## src/rtl/stopwatch_timebase.sv

```systemverilog
// stopwatch_timebase: divides the prescaler wrap pulse down to seconds and
// keeps an MM:SS BCD time under start/stop and clear buttons.
// Ports:
//   clk, reset      - system clock, asynchronous active-high reset
//   tick            - one-cycle timebase pulse from the prescale counter
//   btn_ss, btn_clr - raw, asynchronous start/stop and clear button levels
//   sec_ones, sec_tens, min_ones, min_tens - registered BCD time digits
//   running, paused - registered state decodes
//   wrap            - one-cycle pulse on the 59:59 -> 00:00 rollover
module stopwatch_timebase #(
    parameter int unsigned TICKS_PER_SEC = 100,
    parameter int unsigned FRAC_W        = $clog2(TICKS_PER_SEC)
) (
    input  logic       clk,
    input  logic       reset,
    input  logic       tick,
    input  logic       btn_ss,
    input  logic       btn_clr,
    output logic [3:0] sec_ones,
    output logic [3:0] sec_tens,
    output logic [3:0] min_ones,
    output logic [3:0] min_tens,
    output logic       running,
    output logic       paused,
    output logic       wrap
);

    typedef enum logic [1:0] {
        IDLE  = 2'd0,
        RUN   = 2'd1,
        PAUSE = 2'd2
    } state_t;

    state_t            state, state_next;
    logic [2:0]        ss_sync, clr_sync;
    logic              ss_edge, clr_edge;
    logic              clear, count_en, frac_last;
    logic [FRAC_W-1:0] frac, frac_next;
    logic [3:0]        sec_ones_next, sec_tens_next, min_ones_next, min_tens_next;
    logic              wrap_next;

    // Two-flop synchronizers plus a third flop for rising-edge detection
    always_ff @(posedge clk or posedge reset) begin
        if (reset) begin
            ss_sync  <= 3'b000;
            clr_sync <= 3'b000;
        end else begin
            ss_sync  <= {ss_sync[1:0], btn_ss};
            clr_sync <= {clr_sync[1:0], btn_clr};
        end
    end

    assign ss_edge  = ss_sync[1] & ~ss_sync[2];
    assign clr_edge = clr_sync[1] & ~clr_sync[2];

    // State register and registered state decodes
    always_ff @(posedge clk or posedge reset) begin
        if (reset) begin
            state   <= IDLE;
            running <= 1'b0;
            paused  <= 1'b0;
        end else begin
            state   <= state_next;
            running <= (state_next == RUN);
            paused  <= (state_next == PAUSE);
        end
    end

    // Next-state logic; start/stop has priority over clear
    always_comb begin
        state_next = state;
        clear      = 1'b0;
        case (state)
            IDLE: begin
                if (ss_edge)       state_next = RUN;
                else if (clr_edge) clear = 1'b1;
            end
            RUN: begin
                if (ss_edge) state_next = PAUSE;
            end
            PAUSE: begin
                if (ss_edge) begin
                    state_next = RUN;
                end else if (clr_edge) begin
                    state_next = IDLE;
                    clear      = 1'b1;
                end
            end
            default: state_next = IDLE;
        endcase
    end

    // Counting qualifies on the pre-edge state, so a tick on RUN->PAUSE counts
    assign count_en  = tick && (state == RUN);
    assign frac_last = (frac == FRAC_W'(TICKS_PER_SEC - 1));

    // Sub-second counter and BCD digit cascade
    always_comb begin
        frac_next     = frac;
        sec_ones_next = sec_ones;
        sec_tens_next = sec_tens;
        min_ones_next = min_ones;
        min_tens_next = min_tens;
        wrap_next     = 1'b0;
        if (clear) begin
            frac_next     = '0;
            sec_ones_next = 4'd0;
            sec_tens_next = 4'd0;
            min_ones_next = 4'd0;
            min_tens_next = 4'd0;
        end else if (count_en) begin
            if (!frac_last) begin
                frac_next = frac + FRAC_W'(1);
            end else begin
                frac_next = '0;
                if (sec_ones != 4'd9) begin
                    sec_ones_next = sec_ones + 4'd1;
                end else begin
                    sec_ones_next = 4'd0;
                    if (sec_tens != 4'd5) begin
                        sec_tens_next = sec_tens + 4'd1;
                    end else begin
                        sec_tens_next = 4'd0;
                        if (min_ones != 4'd9) begin
                            min_ones_next = min_ones + 4'd1;
                        end else begin
                            min_ones_next = 4'd0;
                            if (min_tens != 4'd5) begin
                                min_tens_next = min_tens + 4'd1;
                            end else begin
                                min_tens_next = 4'd0;
                                wrap_next     = 1'b1;
                            end
                        end
                    end
                end
            end
        end
    end

    // Time registers
    always_ff @(posedge clk or posedge reset) begin
        if (reset) begin
            frac     <= '0;
            sec_ones <= 4'd0;
            sec_tens <= 4'd0;
            min_ones <= 4'd0;
            min_tens <= 4'd0;
            wrap     <= 1'b0;
        end else begin
            frac     <= frac_next;
            sec_ones <= sec_ones_next;
            sec_tens <= sec_tens_next;
            min_ones <= min_ones_next;
            min_tens <= min_tens_next;
            wrap     <= wrap_next;
        end
    end

endmodule
```

## config.mk

```make
export PLATFORM = sky130hd
export DESIGN_NAME = stopwatch_timebase
export DESIGN_NICKNAME = d
export VERILOG_FILES = /design/src/rtl/stopwatch_timebase.sv
export SDC_FILE = /design/constraint.sdc
export NUM_CORES = 1
export LEC_CHECK = 0
export ABC_CLOCK_PERIOD_IN_PS = 1700
export BUFFER_PORTS_ARGS = -buffer_cell sky130_fd_sc_hd__buf_2
export CORE_UTILIZATION = 50
export DETAILED_ROUTE_END_ITERATION = 6
export GPL_TIMING_DRIVEN = 0
export PLACE_DENSITY_LB_ADDON = 0.2
export SLEW_MARGIN = 25
export SYNTH_ARGS = -nofsm -noshare
export SYNTH_HDL_FRONTEND = slang
export SYNTH_SLANG_ARGS = --single-unit
export TNS_END_PERCENT = 100
```

## constraint.sdc

```tcl
create_clock -name clk -period 1.7 [get_ports clk]
set_clock_uncertainty 0.05 [all_clocks]
set_input_delay 0.255 -clock clk [delete_from_list [all_inputs] [get_ports clk]]
set_output_delay 0.255 -clock clk [all_outputs]
set_load 0.02 [all_outputs]
```

Word-level counts from Yosys, hierarchy flattened:

Index checks and enable logic that the tools add are counted.

* logic and storage cells: 81
* flip-flop bits (word level): 34
* output and inout port bits: 19

* add/sub/neg operators: 5
* equality and inequality tests: 12
* reductions and logical operators: 9
* bitwise operators: 4
* multiplexer cells: 40

Operators by type and width (count)
* $mux 4: 22
* $mux 7: 3
* $add 4x1->4 const B: 4
* $mux 1: 10
* $mux 2: 4
* $ne 4x3->1 const B: 2
* $ne 4x4->1 const B: 2
* $add 7x1->7 const B: 1
* $eq 7x7->1 const B: 1
* $ne 2x2->1 const B: 3
* $pmux 2 s3: 1
* $reduce_and 5->1: 1
* $eq 2x1->1 const B: 2
* $eq 2x2->1 const B: 2
* $reduce_and 4->1: 1
* $reduce_bool 2->1: 2
* $reduce_and 3->1: 1
* $and 1x1->1: 2
* $logic_not 2->1: 1
* $not 1->1: 2
* $reduce_and 2->1: 1
* $reduce_or 2->1: 1
* $logic_and 1x1->1: 1

Longest topological paths before layout:

Gate-level depths: netlist of the first run.

* word-level depth: 8
* depth in mapped cells: 8

Worst setup path after synthesis of the first run:

Ideal clock, no wire load.

* path kind: reg2reg
* from: reg sec_tens[0]
* to: reg min_tens[0]
* stages on the path, launching flop included: 7
* data required time: 1.572 ns
* clock period less this slack: 1.945 ns
* setup slack: -0.245 ns
* arrival: 1.817 ns
* cell sequence: dfrtp_1 > ha_1 > and3b_1 > clkbuf_1 > nand2_1 > or4_1 > a21oi_1

* longest elaborated chain between the ends: 3

RTL lines
* start: declaration: line 20 `output logic [3:0] sec_tens,`
* start signal: assignment: line 153 `sec_tens <= sec_tens_next;`
* $ne 4x3->1: line 120 `if (sec_tens != 4'd5) begin`
* $ne 2x2->1 (no source line)
* $reduce_and 5->1 (no source line)
* end signal: assignment: line 155 `min_tens <= min_tens_next;`
* end: declaration: line 22 `output logic [3:0] min_tens,`

No other way between the ends.
A chain may end at the register's enable or synchronous reset.

Worst setup path in the final report of the first run:

* from: reg sec_ones[1]
* to: reg min_tens[1]

* longest elaborated chain between the ends: 3

RTL lines
* start: declaration: line 19 `output logic [3:0] sec_ones,`
* start signal: assignment: line 152 `sec_ones <= sec_ones_next;`
* $ne 4x4->1: line 116 `if (sec_ones != 4'd9) begin`
* $ne 2x2->1 (no source line)
* $reduce_and 5->1 (no source line)

No other way between the ends.

==> impl_results.md, run 1 <==
* Worst-margin pin slew at about 0.7 ns
* Ant diodes at 0
* Kind of critical path: reg2reg
* Commonest cells after routing, fill and taps aside: dfrtp_1 (28), buf_2 (23), buf_4 (23)
* Via Count at ~1600
* Largest net degree at the start of global routing at 35
* Final Wtd Congestion at ~0.8
* Nets at 240
* Mapped Cells at 167
* Die width at between 60 and 70 um
* Status: complete, but fails checks
* Met3 Use GR at 0.0554
* Total GRT Usage at 0.244
* VDD IR-drop max at 0.595 mV
* Async SR Flop Fraction at 1.00
* Worst hold path type: reg2reg
* Unrepaired setup endpoints after global routing: yes
* Failing checks: negative setup slack
* CP Data Arrival Time at about 2.1 ns
* Mean Syn Cell Area at ~10 um2
* Fin crit share at 1.10
* Startpoint class of the critical path: flip-flop
* H-tree Lvls at 2
* Clock Latency Late Sink at approximately 0.34 ns
* Buf+Inv Stages, Crit Path at 2
* FILL cells at around 210
* Vias in the first global route at between 1000 and 1500
* Syn Std Cell Area at 1710 um2
* Max Slew Vio Count at 0
* First-pass GRT wire length at 6430 um
* Routed Antenna Nets at 0
* Top Usage Layer GRT: met2
* Rel. slew slack at 0.530
* Commonest non-fill, non-tap cell in the layout: dfrtp_1
* Fmax at 533 MHz
* Worst-path clk slew at around 0.11 ns
* Post-route DRC at 0
* Initial antenna violation count at 0
* Synth unique cells at 38
* # setup viols final at 14
* M1 GR Usage at 0.288
* CP endpoint kind: flip-flop
* Sw Ratio at 0.315
* # placed instances at about 230
* GRT overflow at 0
* Critical path fanouts, max at 5
* Power Dens Cells at slightly below 800 nW/um2
* Reg power frac at 0.503
* Initial Util at 0.541
* CTS tree: done
* Tmin final at ~1.9 ns
* Initial DRC Count at 90
* Core area at ~3200 um2
* Clk pwr share at 0.254
* Synthesis Warnings at 0
* Die Span Y at a little over 60 um
* Internal power at between 1000 and 1500 uW
* P_leak at about 0.0011 uW
* Final worst slack at -0.175 ns
* Peak per-stage delay on the critical path at approximately 0.5 ns
* Final WL at 4360 um
* Routed WL per cell at around 16 um
* Final hold viol count at 0
* Clock Sinks at 34
* Max-cap violations at 0
* Sw power at 590 uW
* Detail Placement HPWL at between 2000 and 2500 um
* Synthesized Nets at 181
* I/O Buffers at 23
* Sequential element share of the synthesized area at 0.499
* Met2 usage at 0.402
* WHS at ~0.31 ns
* Std-Cell Rows at 20
* CP top delay family: simple AND/OR/NAND/NOR gates
* Yosys reg bits at 34
* Layout area overhead at 39.1%
* First-pass DRT Iterations at 4
* Max Buffers Root-to-Sink at 2
* Crit path required time at ~1.9 ns
* Synth Flop Type: dfrtp_1
* Dpl ws at -0.641 ns
* Slowest cell on the critical path: or4_4
* Clock buffer count from CTS at 5
* I/O pins at 24
* Final std cells w/o fill at about 270
* Post-synth EDFFs at 0
* Vias per cell at 5.79
* Setup TNS at -1.38 ns
* Cell chain of the critical path: inv_2 -> ha_4 -> and3b_2 -> nand4_4 -> buf_6 -> or4_4 -> a21oi_2
* Clock root cell: clkbuf_4
* Die area at ~3600 um2
* Layout cells sized above 1 at 0.454
* Logic gate share of total power at 0.242
[logic make-up after synthesis]
kind of cell    synth area share
fa+ha+maj                 0.0660
compound gates             0.142
flops                      0.499
mux                       0.0191
simple gates               0.228
buf+inv                   0.0403
xor+xnor                 0.00514
[worst register-to-register path, stage by stage (launching register included)]
cell and delay [ns]:
dfrtp_2 0.43, inv_2 0.07, ha_4 0.11, and3b_2 0.23, nand4_4 0.11, buf_6 0.15, or4_4 0.51, a21oi_2 0.15
[cells in the mapped netlist (all sizes together), types with 4 or more instances]
cell type,count,area share
a21oi,17,0.050
and3b,5,0.026
clkbuf,4,0.011
dfrtp,34,0.50
ha,9,0.066
inv,9,0.020
nand2,17,0.037
nand3,6,0.018
nor2,6,0.013
o21ai,11,0.032
or3,7,0.026
or4,7,0.031
[metrics by stage]
step	power, uW	util	instance area (um2)
after global routing	1980	0.752	2370
after CTS	1800	0.695	2190
after detailed placement	1300	0.598	1880
final	1870	0.752	2370
after global placement	1280	0.598	1880
after floorplan	1210	-	1710
[metal layers]
layer | part of all wire | up-vias
li1 | - | 726
met1 | 0.40 | 778
met2 | 0.53 | 54
met3 | 0.048 | 11
met4 | 0.021 | 0
met5 | 0 | -
[power by group through the flow]
stage                     clock network (uW)  logic, uW  registers [uW]
after floorplan                            0        235             972
after global placement                     0        320             958
after detailed placement                   0        335             963
after CTS                                479        374             951
after global routing                     524        510             951
final                                    476        454             942
[state kept, by name, summed over array words and instances (netlist names)]
register  count
frac          7
min_ones      4
min_tens      4
sec_ones      4
sec_tens      4
clr_sync      3
ss_sync       3
state         2
paused        1
running       1
wrap          1
[cell type report]
cell class / instances / area (um2) / share of cell area
sequential: 34 / 858 / 0.362
buffer: 6 / 52.6 / 0.0222
timing repair buffer: 52 / 352 / 0.148
clock buffer: 7 / 55.1 / 0.0232
clock inverter: 1 / 5.00 / 0.00211
multi-input combinational: 118 / 961 / 0.405
tap: 44 / 55.1 / 0.0232
inverter: 9 / 33.8 / 0.0142
[path summary, 6_finish.rpt]
kind	to	start	cells past startpoint	slack (ns)
setup / recovery	min_tens[1]$_DFFE_PP0P_	sec_ones[1]$_DFFE_PP0P_	7	-0.18
hold / removal	clr_sync[1]$_DFF_PP0_	clr_sync[0]$_DFF_PP0_	0	0.31
setup reg to reg	min_tens[1]$_DFFE_PP0P_	sec_ones[1]$_DFFE_PP0P_	7	-0.18
hold reg to reg	clr_sync[1]$_DFF_PP0_	clr_sync[0]$_DFF_PP0_	0	0.31
max in group asynchronous	state[0]$_DFF_PP0_	reset	3	0.59
min in group asynchronous	min_ones[2]$_DFFE_PP0P_	reset	3	0.52
[timing repair]
action / 4_1_cts / 5_1_grt
resized for setup: 35 / 22
pin swaps: 9 / 8
endpoints found under the hold margin: 36 / 0
hold buffers: 3 / 0
endpoints found under the setup margin: 18 / 19
setup buffers: 14 / 11
cloned: 2 / 0
Note: power is estimated with default switching activity, not from simulation.
==> run 2: changes to the inputs <==
- SKIP_CTS_REPAIR_TIMING: unset -> 1
==> run 2 against run 1 <==
The run still ends with negative setup slack left. Core utilization down 7.7 points. Combinational power decreased by 19%. Flip-flop and latch count stayed put. Sequential share of layout area is 4.1 points higher. Non-clock buffer count is 16 lower. Routed wire length down 17%. Power decreased by 3.8%. Worst hold slack lost 0.013 ns. Critical path depth shrank 2. First-iteration DRC count is 14% lower. Final area fell by 10%. Largest cell class is now registers. Largest power group unchanged. Highest routed layer unchanged.
==> impl_results.md, run 2 (synthesized netlist as in run 1, its figures left out) <==
* Largest net degree at the start of global routing at 35 (unchanged)
* Fin crit share at 1.11 (+0.00271)
* GRT overflow at 0 (unchanged)
* Power Dens Cells at 845 nW/um2 (+7.1%)
* Commonest non-fill, non-tap cell in the layout: dfrtp_1
* Worst-path clk slew at 0.11 ns (about the same)
* Clock Latency Late Sink at 0.35 ns (about the same)
* Post-route DRC at 0 (unchanged)
* Core area at 3150 um2 (unchanged)
* # setup viols final at 10 (-4)
* First-pass DRT Iterations at 4 (unchanged)
* Failing checks: negative setup slack
* Status: complete, but fails checks
* CTS tree: done
* Largest register FFs at 7 (unchanged)
* Die area at 3650 um2 (unchanged)
* Ant diodes at 0 (unchanged)
* Initial antenna violation count at 0 (unchanged)
* Tmin final at 1.88 ns (+0.00461 ns)
* Total GRT Usage at 0.215 (-0.0280)
* First-pass GRT wire length at 5710 um (-11%)
* Routed WL per cell at 14.3 um (-11%)
* Final WL at 3640 um (-17%)
* Reg with most FFs: frac
* Die Span Y at 60.4 um (unchanged)
* VDD IR-drop max at 0.650 mV (+9.2%)
* Max Buffers Root-to-Sink at 2 (unchanged)
* Initial DRC Count at 77 (-14%)
* CP Data Arrival Time at 2.11 ns (+0.02 ns)
* Fmax at 532 MHz (-0.25%)
* Kind of critical path: reg2reg
* Detail Placement HPWL at 2330 um (unchanged)
* Die width at 60.4 um (unchanged)
* Dpl ws at -0.641 ns (unchanged)
* Max-cap violations at 0 (unchanged)
* CP endpoint kind: flip-flop
* Routed Antenna Nets at 0 (unchanged)
* Layout area overhead at 24.9%
* Clock root cell: clkbuf_4
* Commonest cells after routing, fill and taps aside: dfrtp_1 (28), buf_2 (23), nand2_1 (16)
* Via Count at 1441 (-8.2%)
* Final std cells w/o fill at 255 (-5.9%)
* # placed instances at 234 (unchanged)
* Nets at 224 (-6.7%)
* Max Slew Vio Count at 0 (unchanged)
* Final hold viol count at 0 (unchanged)
* Crit path required time at 1.93 ns (+0.02 ns)
* Std-Cell Rows at 20 (unchanged)
* Rel. slew slack at 0.531 (+0.000753)
* I/O pins at 24 (unchanged)
* Clock Sinks at 34 (unchanged)
* Worst hold path type: in2reg
* Final Wtd Congestion at 0.789 (unchanged)
* Critical path fanouts, max at 5 (unchanged)
* Startpoint class of the critical path: flip-flop
* Vias per cell at 5.65 (-2.4%)
* Setup TNS at -1.18 ns (+0.202 ns)
* H-tree Lvls at 2 (unchanged)
* P_leak at 0.00101 uW (-9.1%)
* Vias in the first global route at 1306 (-9.7%)
* I/O Buffers at 23 (unchanged)
* Initial Util at 0.541 (unchanged)
* Unrepaired setup endpoints after global routing: yes
* Clock buffer count from CTS at 5 (unchanged)
* Layout cells sized above 1 at 0.341 (-0.113)
* Worst-margin pin slew at 0.702 ns (-0.00113 ns)
* Final worst slack at -0.180 ns (-0.00461 ns)
## run 2: cell types whose count changed in the layout (fill, tap and decap cells not counted), moves of 2 or more
cell,delta
o21ai_4,-3
o21ai_0,+3
or4_1,+2
buf_6,-2
buf_4,-13
a21oi_2,-3
a21oi_1,+4
or4_4,-2
## run 2: layer usage
metal | wire length, um | vias up | global-route usage
met2 | 1810 | 29 | 0.356
li1 | - | 697 | -
met5 | 0 | - | 0
met1 | 1600 | 704 | 0.256
met3 | 136 | 11 | 0.0725
met4 | 96 | 0 | 0.0930
## run 2: path summary, 6_finish.rpt
kind / from / endpoint / slack [ns] / cells past startpoint
min in group asynchronous: reset / min_tens[0]$_DFFE_PP0P_ / 0.50 / 3
max: frac[3]$_DFFE_PP0P_ / min_tens[2]$_DFFE_PP0P_ / -0.18 / 5
max in group asynchronous: reset / frac[4]$_DFFE_PP0P_ / 0.60 / 3
min reg2reg: clr_sync[0]$_DFF_PP0_ / clr_sync[1]$_DFF_PP0_ / 0.31 / 0
min: tick / frac[1]$_DFFE_PP0P_ / 0.29 / 3
max reg2reg: frac[3]$_DFFE_PP0P_ / min_tens[2]$_DFFE_PP0P_ / -0.18 / 5
## run 2: layout make-up
type,instances,area [um2]
buffer,6,46.3
inverter,9,33.8
timing repair buffer,36,224
tap,44,55.1
sequential,34,858
clock buffer,7,55.1
fill,253,1020
clock inverter,1,5.00
multi-input combinational,118,853
## run 2: stage by stage
step	hold slack (ns)	power [uW]	utilization	cell area (um2)
after floorplan	0.236	1210	-	1710
after global placement	0.284	1280	0.598	1880
after detailed placement	0.286	1300	0.598	1880
after CTS	-0.0395	1770	0.617	1940
after global routing	0.315	1910	0.676	2130
final	0.295	1800	0.676	2130
## run 2: report_power, final
group,switching [uW],total [uW],leakage (uW),internal [uW]
Combinational,215,369,0.000530,154
Sequential,67.3,956,0.000444,889
Clock,276,476,0.0000353,200
Total,558,1800,0.00101,1240
## run 2: worst max-delay path, stage by stage (launching register included)
cell and delay [ns]:
dfrtp_1 0.43, and4bb_4 0.40, nand4_4 0.13, buf_6 0.15
or4_4 0.50, a21oi_2 0.14
